### src/rtl/control_fsm_unit.sv
// control_fsm_unit: multi-cycle instruction sequencer driving ALU, accumulator and output register
module control_fsm_unit #(
  parameter int INSTR_W        = 16,
  parameter int OP_SEL_W       = 3,
  parameter int IDX_W          = 5,
  parameter int TIMEOUT_CYCLES = 64,
  parameter int CNT_W          = 16
) (
  input  logic                clk_i,
  input  logic                rst_ni,
  input  logic                instr_valid_i,
  input  logic [INSTR_W-1:0]  instr_i,
  output logic                instr_ready_o,
  input  logic                alu_done_i,
  input  logic                resume_i,
  output logic                sub_o,
  output logic [OP_SEL_W-1:0] op_select_o,
  output logic                alu_start_o,
  output logic                acc_we_o,
  output logic                write_enable_o,
  output logic [IDX_W-1:0]    output_index_o,
  output logic                busy_o,
  output logic                halted_o,
  output logic                illegal_op_o,
  output logic                timeout_err_o,
  output logic [CNT_W-1:0]    instr_count_o
);
  typedef enum logic [2:0] {S_IDLE, S_EXEC, S_WAIT, S_OUT, S_HALT} state_e;
  localparam int TW = $clog2(TIMEOUT_CYCLES + 1);
  localparam logic [3:0] OP_ADD = 4'b0000;
  localparam logic [3:0] OP_SUB = 4'b0001;
  localparam logic [3:0] OP_MUL = 4'b0100;
  localparam logic [3:0] OP_DIV = 4'b0101;
  localparam logic [3:0] OP_OUT = 4'b0110;
  localparam logic [3:0] OP_NOP = 4'b0111;
  localparam logic [3:0] OP_HLT = 4'b1111;
  state_e              state_q, state_d;
  logic [INSTR_W-1:0]  instr_q, instr_d;
  logic [TW-1:0]       tmo_q, tmo_d;
  logic [CNT_W-1:0]    count_q, count_d;
  logic                illegal_q, illegal_d, timeout_q, timeout_d, retire;
  logic [3:0]          opc, nopc;
  logic                ready_q, ready_d, sub_q, sub_d, start_q, start_d, acc_q, acc_d;
  logic                we_q, we_d, halted_q, halted_d, exec_d, alu_d, md_d;
  logic [OP_SEL_W-1:0] op_q, op_d;
  logic [IDX_W-1:0]    idx_q, idx_d;
  logic                unused_instr;
  assign opc  = instr_q[INSTR_W-1 -: 4];
  assign nopc = instr_d[INSTR_W-1 -: 4];
  assign unused_instr = ^instr_q;
  // next state, latched instruction, timeout counter, sticky flags and retire count
  always_comb begin
    state_d   = state_q;
    instr_d   = instr_q;
    tmo_d     = tmo_q;
    illegal_d = illegal_q;
    timeout_d = timeout_q;
    retire    = 1'b0;
    case (state_q)
      S_IDLE: if (instr_valid_i) begin
        instr_d = instr_i;
        state_d = S_EXEC;
      end
      S_EXEC: case (opc)
        OP_MUL, OP_DIV: begin
          tmo_d   = '0;
          state_d = S_WAIT;
        end
        OP_OUT: state_d = S_OUT;
        OP_HLT: begin
          retire  = 1'b1;
          state_d = S_HALT;
        end
        OP_ADD, OP_SUB, OP_NOP: begin
          retire  = 1'b1;
          state_d = S_IDLE;
        end
        default: begin
          illegal_d = 1'b1;
          retire    = 1'b1;
          state_d   = S_IDLE;
        end
      endcase
      S_WAIT: if (alu_done_i) begin
        retire  = 1'b1;
        state_d = S_IDLE;
      end else begin
        tmo_d = tmo_q + TW'(1);
        if (tmo_d == TW'(TIMEOUT_CYCLES)) begin
          timeout_d = 1'b1;
          state_d   = S_IDLE;
        end
      end
      S_OUT: begin
        retire  = 1'b1;
        state_d = S_IDLE;
      end
      S_HALT: if (resume_i) state_d = S_IDLE;
      default: state_d = S_IDLE;
    endcase
    count_d = count_q + CNT_W'(retire);
  end
  // decode the outputs for the state being entered so they can be registered
  always_comb begin
    exec_d   = state_d == S_EXEC;
    alu_d    = nopc == OP_ADD || nopc == OP_SUB;
    md_d     = nopc == OP_MUL || nopc == OP_DIV;
    ready_d  = state_d == S_IDLE;
    halted_d = state_d == S_HALT;
    op_d     = ((exec_d && (alu_d || md_d)) || state_d == S_WAIT) ? OP_SEL_W'(nopc[2:0]) : '0;
    sub_d    = exec_d && nopc == OP_SUB;
    acc_d    = exec_d && alu_d;
    start_d  = exec_d && md_d;
    we_d     = state_d == S_OUT;
    idx_d    = we_d ? instr_d[IDX_W-1:0] : '0;
  end
  // single state register holding FSM state, datapath state and registered outputs
  always_ff @(posedge clk_i) begin
    if (!rst_ni) begin
      state_q   <= S_IDLE;
      instr_q   <= '0;
      tmo_q     <= '0;
      count_q   <= '0;
      illegal_q <= 1'b0;
      timeout_q <= 1'b0;
      ready_q   <= 1'b1;
      halted_q  <= 1'b0;
      op_q      <= '0;
      sub_q     <= 1'b0;
      acc_q     <= 1'b0;
      start_q   <= 1'b0;
      we_q      <= 1'b0;
      idx_q     <= '0;
    end else begin
      state_q   <= state_d;
      instr_q   <= instr_d;
      tmo_q     <= tmo_d;
      count_q   <= count_d;
      illegal_q <= illegal_d;
      timeout_q <= timeout_d;
      ready_q   <= ready_d;
      halted_q  <= halted_d;
      op_q      <= op_d;
      sub_q     <= sub_d;
      acc_q     <= acc_d;
      start_q   <= start_d;
      we_q      <= we_d;
      idx_q     <= idx_d;
    end
  end
  assign instr_ready_o  = ready_q;
  assign busy_o         = !ready_q;
  assign halted_o       = halted_q;
  assign op_select_o    = op_q;
  assign sub_o          = sub_q;
  assign alu_start_o    = start_q;
  assign acc_we_o       = acc_q || (state_q == S_WAIT && alu_done_i);
  assign write_enable_o = we_q;
  assign output_index_o = idx_q;
  assign illegal_op_o   = illegal_q;
  assign timeout_err_o  = timeout_q;
  assign instr_count_o  = count_q;
endmodule
### config.mk
export PLATFORM = sky130hd
export DESIGN_NAME = control_fsm_unit
export DESIGN_NICKNAME = d
export VERILOG_FILES = /design/src/rtl/control_fsm_unit.sv
export SDC_FILE = /design/constraint.sdc
export NUM_CORES = 1
export LEC_CHECK = 0
export ABC_AREA = 1
export CORE_MARGIN = 5
export CORE_UTILIZATION = 35
export DETAILED_ROUTE_END_ITERATION = 10
export GPL_TIMING_DRIVEN = 0
export PLACE_DENSITY = 0.61
export SLEW_MARGIN = 20
export SYNTH_ARGS = -nofsm -noshare
export SYNTH_HDL_FRONTEND = slang
export SYNTH_SLANG_ARGS = --single-unit
### constraint.sdc
create_clock -name clk_i -period 3 [get_ports clk_i]
set_input_delay 0.9 -clock clk_i [delete_from_list [all_inputs] [get_ports clk_i]]
set_output_delay 0.9 -clock clk_i [all_outputs]
set_load 0.005 [all_outputs]
# --- Yosys cells after proc, flatten, opt, wreduce, memory -nomap -nowiden ---
# Index checks and enable logic that the tools add are counted.
op_classes:
  add_sub_neg: 2
  eq_ne: 20
  mux: 14
  n_bitwise: 2
  reduce_logical: 25
ops:
  columns: ["cell", "n"]
  rows:
  - ["16-bit two-way mux", 2]
  - ["4-bit by 3-bit == test with 1-bit output (second input constant)", 6]
  - ["16-bit by 1-bit adder with 16-bit output", 1]
  - ["7-bit two-way mux", 2]
  - ["7-bit case mux with 2 select lines", 1]
  - ["3-bit by 2-bit == test with 1-bit output (second input constant)", 4]
  - ["3-bit two-way mux", 4]
  - ["3-bit case mux with 4 select lines", 1]
  - ["3-bit case mux with 3 select lines", 1]
  - ["4-bit by 1-bit == test with 1-bit output (second input constant)", 2]
  - ["4-bit logical NOT", 2]
  - ["2-bit AND reduction", 4]
  - ["7-bit by 1-bit adder with 7-bit output (second input constant)", 1]
  - ["7-bit == test (second input constant)", 1]
  - ["7-bit OR reduction", 1]
  - ["3-bit by 1-bit == test with 1-bit output (second input constant)", 2]
  - ["3-bit == test (second input constant)", 2]
  - ["3-bit logical NOT", 2]
  - ["3-bit AND reduction", 2]
  - ["1-bit logical AND", 5]
  - ["1-bit logical OR", 5]
  - ["4-bit == test (second input constant)", 1]
  - ["2-bit != test (second input constant)", 2]
  - ["1-bit case mux with 3 select lines", 1]
  - ["other kinds (6)", 8]
totals:
  ff_bits: 58
  input_bits: 21
  output_inout_bits: 33
  wordCells: 78

# --- Longest topological paths before layout ---
depth:
  ltp_word: 9
  ltp_mapped: 19
  depth_no_buf: 19

# --- Worst setup path after synthesis ---
# OpenSTA, ideal clock, no wires.
synth_timing:
  path_type: "input to register"
  startpoint: "input alu_done_i"
  endpoint: "register count_q[12] (netlist: instr_count_o[12])"
  setup_time_ps: 113
  arrival_ps: 2544
  required_time_ps: 2887
  setup_slack_ps: 343
  path_stages: 17
  path_buffers: 0
  path_cell_list: "inv_1 -> nor2_2 -> a31oi_1 -> o21ai_0 -> ha_1 -> ha_1 -> nand2_1 -> nor2_2 -> nand3_1 -> nor3_1 -> nand2_1 -> inv_1 -> nand2_1 -> nor2_1 -> nand2_1 -> nand2_1 -> nor2_1"
synth_between:
  elab_chain_len: 3
synth_lines:
  columns: ["element", "line", "source"]
  rows:
  - ["start, declared", "14", "input logic alu_done_i,"]
  - ["1-bit two-way mux", "84", "S_WAIT: if (alu_done_i) begin"]
  - ["1-bit case mux with 3 select lines", "59", "case (state_q)"]
  - ["16-bit by 1-bit adder with 16-bit output", "101", "count_d = count_q + CNT_W'(retire);"]
  - ["end signal, assigned", "138", "count_q <= count_d;"]
  - ["end, declared", "40", "logic [CNT_W-1:0] count_q, count_d;"]
# Every way passes these cells.
# A chain may end at the register's enable or synchronous reset.

# --- Worst setup path after layout ---
layout_timing:
  startpoint: "input alu_done_i"
  endpoint: "output acc_we_o"
layout_between:
  elab_chain_len: 2
layout_lines:
  columns: ["element", "line", "source"]
  rows:
  - ["1-bit logical AND", "157", "assign acc_we_o = acc_q || (state_q == S_WAIT && alu_done_i);"]
  - ["1-bit logical OR", "157", null]
  - ["end, declared", "19", "output logic acc_we_o,"]
# Every way passes these cells.

==> impl_metrics.toml <==
[worst_hold_path]
worstHoldPathCells = 1
hold_path_class = "flip-flop to flip-flop"
hold_end = "timeout_err_o"
min_from = "timeout_err_o"

[detailed_routing]
wl_mm = 4.62
ant_nets = 0
wire_per_inst_um = 11.7
detail_route.first_pass.iterations = 4
drt_iter0_markers = 97
vias = 1854
vias_per_cell = 4.69
drc_errors = 0

[pwr]
p_per_area_mw_per_mm2 = 471
irDropWorstVdd_mv = 0.239
swShare = 0.237
seqPwrFrac = 0.539
switchingPower_uw = 310
p_clk_frac = 0.370
pwr-share-comb = 0.092
p_leak_nw = 1.09
intPower_mw = 1.00

[logic_synthesis]
synth.net_count = 289
ys_seq_elements = 51
avgSynthCellArea_sq_um = 7.89
yosys.area.top_type_share = 0.488
async_flop_share = 0
syn_inst = 265
ys_types = 33
synth_area_sq_mm = 0.00209
ys_seq_area_frac = 0.488
ys_top_cells_by_count = "dfxtp_1, nand2_1, nor2_1, inv_1, a21oi_1"
yosysMostFrequentCell = "dfxtp_1"
synth.area.top_cells = "dfxtp_1, nand2_1, nor2_1"
yosysWarnings = 0
ys.flop_type = "dfxtp_1"
synth_edf_count = 0
synth_top_cell_by_area = "dfxtp_1"

[global_routing]
antenna_found_initial = 0
grt_pass1_wl_mm = 7.52
grt_pass1_vias = 1624
grt.total_usage = 0.126
grt_max_degree = 18
grt-ovfl-total = 0

[clocking]
root_buffer = "clkbuf_8"
cts.path.max_buffers = 2
clkTransAtPathRegs_ns = 0.09
clock_sinks = 51
cts_hold_buf = 0
h-tree-depth = 2
cts_tree = "yes"
insertion_delay_ns = 0.30
cts_buffers = 5

[run]
drv_cap = 0

[setup_path]
slowest_delay_ns = 0.45
r2r_end = "instr_count_o[12]"
worstPathMaxFanout = 3
criticalPathCategory = "primary input to primary output"
r2r_setup_slack_ns = 0.33
rr_worst_depth = 17
worstPathRequired_ns = 2.10
cp.arrival_ns = 2.04
end_kind = "primary output"
crit_chain = "dlygate4sd2_1 > inv_2 > nor2_4 > or2_2 > clkdlybuf4s50_1"
worst_path_max_delay_cell = "clkdlybuf4s50_1"
cp-start-kind = "primary input"
reg2reg_from = "state_q[0]"

[floorplan]
die_w_um = 87.3
die_height_um = 87.3
fp.coreArea_sq_mm = 0.00585
io_pins = 54
die-area_sq_mm = 0.00762
num_rows = 28
start_util = 0.357

[sta]
finalSetupViolCount = 0
worst_slew_pin_slew_ns = 0.514
setup_slack_ns = 0.0551
fmax_mhz = 340
rsz0062_at_grt = "false"
fin_tns_setup_ns = 0
period_share = 0.982
relSlewSlack = 0.657
hold_viol = 0
hold_slack_ns = 0.477
skew_ns = 0.0104
fin_crit_ns = 2.94
drv_slew = 0

[cells_and_area]
post-route-util = 0.476
antenna_cells = 0
nets = 343
synthToLayoutAreaGrowth_pct = 33.3
layout-drive-gt1-share = 0.103
finish.instance_area_sq_mm = 0.00279

[status]
status = "finished, final reports clean"

[place]
routabilityCongestion = 0.822
hpwl_mm = 3.55
port_buffers = 45
pre_cts_ws_ns = -0.632
placed_cell_area_sq_mm = 0.00264
==> repair_timing <==
action                                  4_1_cts  5_1_grt
pin swaps                                     1        3
gates resized for setup                       2        6
buffers inserted                              0        2
endpoints found under the setup margin        6        6
==> stage by stage <==
stage,power (mW),instances
after global placement,0.842,385
after floorplan,0.793,265
after CTS,1.33,393
after detailed placement,0.843,385
final,1.31,395
after global routing,1.37,395
==> flip-flops by register name, indices dropped and copies added (netlist names) <==
signal          count
acc_q               1
state_q             3
alu_start_o         1
instr_q             9
write_enable_o      1
op_select_o         3
instr_count_o      16
instr_ready_o       1
sub_o               1
timeout_err_o       1
tmo_q               7
illegal_op_o        1
output_index_o      5
halted_o            1
==> layer usage <==
layer | up-vias | GRT usage | part of all wire
li1 | 978 | - | -
met1 | 829 | 0.168 | 0.46
met2 | 41 | 0.187 | 0.46
met3 | 6 | 0.0454 | 0.068
met4 | 0 | 0.0460 | 0.015
met5 | - | 0 | 0
==> final cells by class <==
type                            count  area [sq um]
Multi-Input combinational cell    177           947
Tap cell                           75          93.8
Clock inverter                      3          46.3
Fill cell                         583          3060
Clock buffer                        5          68.8
Timing Repair Buffer               47           464
Sequential cell                    51          1020
Buffer                              5          22.5
Inverter                           32           123
==> layout by cell type, fill, tap and decap left out, types with 6 or more instances in the layout <==
cell type / n
dfxtp_1: 51
nand2_1: 44
clkdlybuf4s50_1: 44
nor2_1: 38
inv_1: 25
a21oi_1: 22
nand3_1: 14
o21ai_0: 8
nor3_1: 6
mux2i_1: 6
==> critical path, delay by kind of cell <==
family | cells | cell delay [ns]
buffers and inverters | 3 | 0.81
and+or+nand+nor | 2 | 0.33
==> worst max-delay path by stage <==
stage	from	to	slack, ns	cells after the start
5_1_grt	alu_done_i	acc_we_o	0.005	5
2_1_floorplan	alu_done_i	instr_count_o[12]	0.34	17
3_3_place_gp	alu_done_i	instr_count_o[12]	-0.60	18
3_5_place_dp	alu_done_i	instr_count_o[12]	-0.63	18
4_1_cts	alu_done_i	acc_we_o	0.02	5
6_report	alu_done_i	acc_we_o	0.06	5
==> power by group through the flow <==
| stage | clock, mW | sequential (mW) | combinational, mW |
|---|---|---|---|
| floorplan | 0 | 0.721 | 0.0717 |
| global placement | 0 | 0.722 | 0.120 |
| detailed placement | 0 | 0.723 | 0.120 |
| CTS | 0.504 | 0.707 | 0.121 |
| global route | 0.530 | 0.710 | 0.134 |
| finish | 0.485 | 0.707 | 0.120 |
==> kinds of logic (layout without fill, tap and decap cells) <==
family                     after synthesis  in the layout  synth area share
buffers and inverters                   37             92            0.0694
muxes                                    6              6            0.0287
DFF                                     51             51             0.488
adders and majority gates                3              3            0.0180
xor gates and xnor gates                 2              2           0.00838
and+or+nand+nor                        124            124             0.275
AOI/OAI and AO/OA                       42             42             0.113
(Power assumes the default switching activity.)
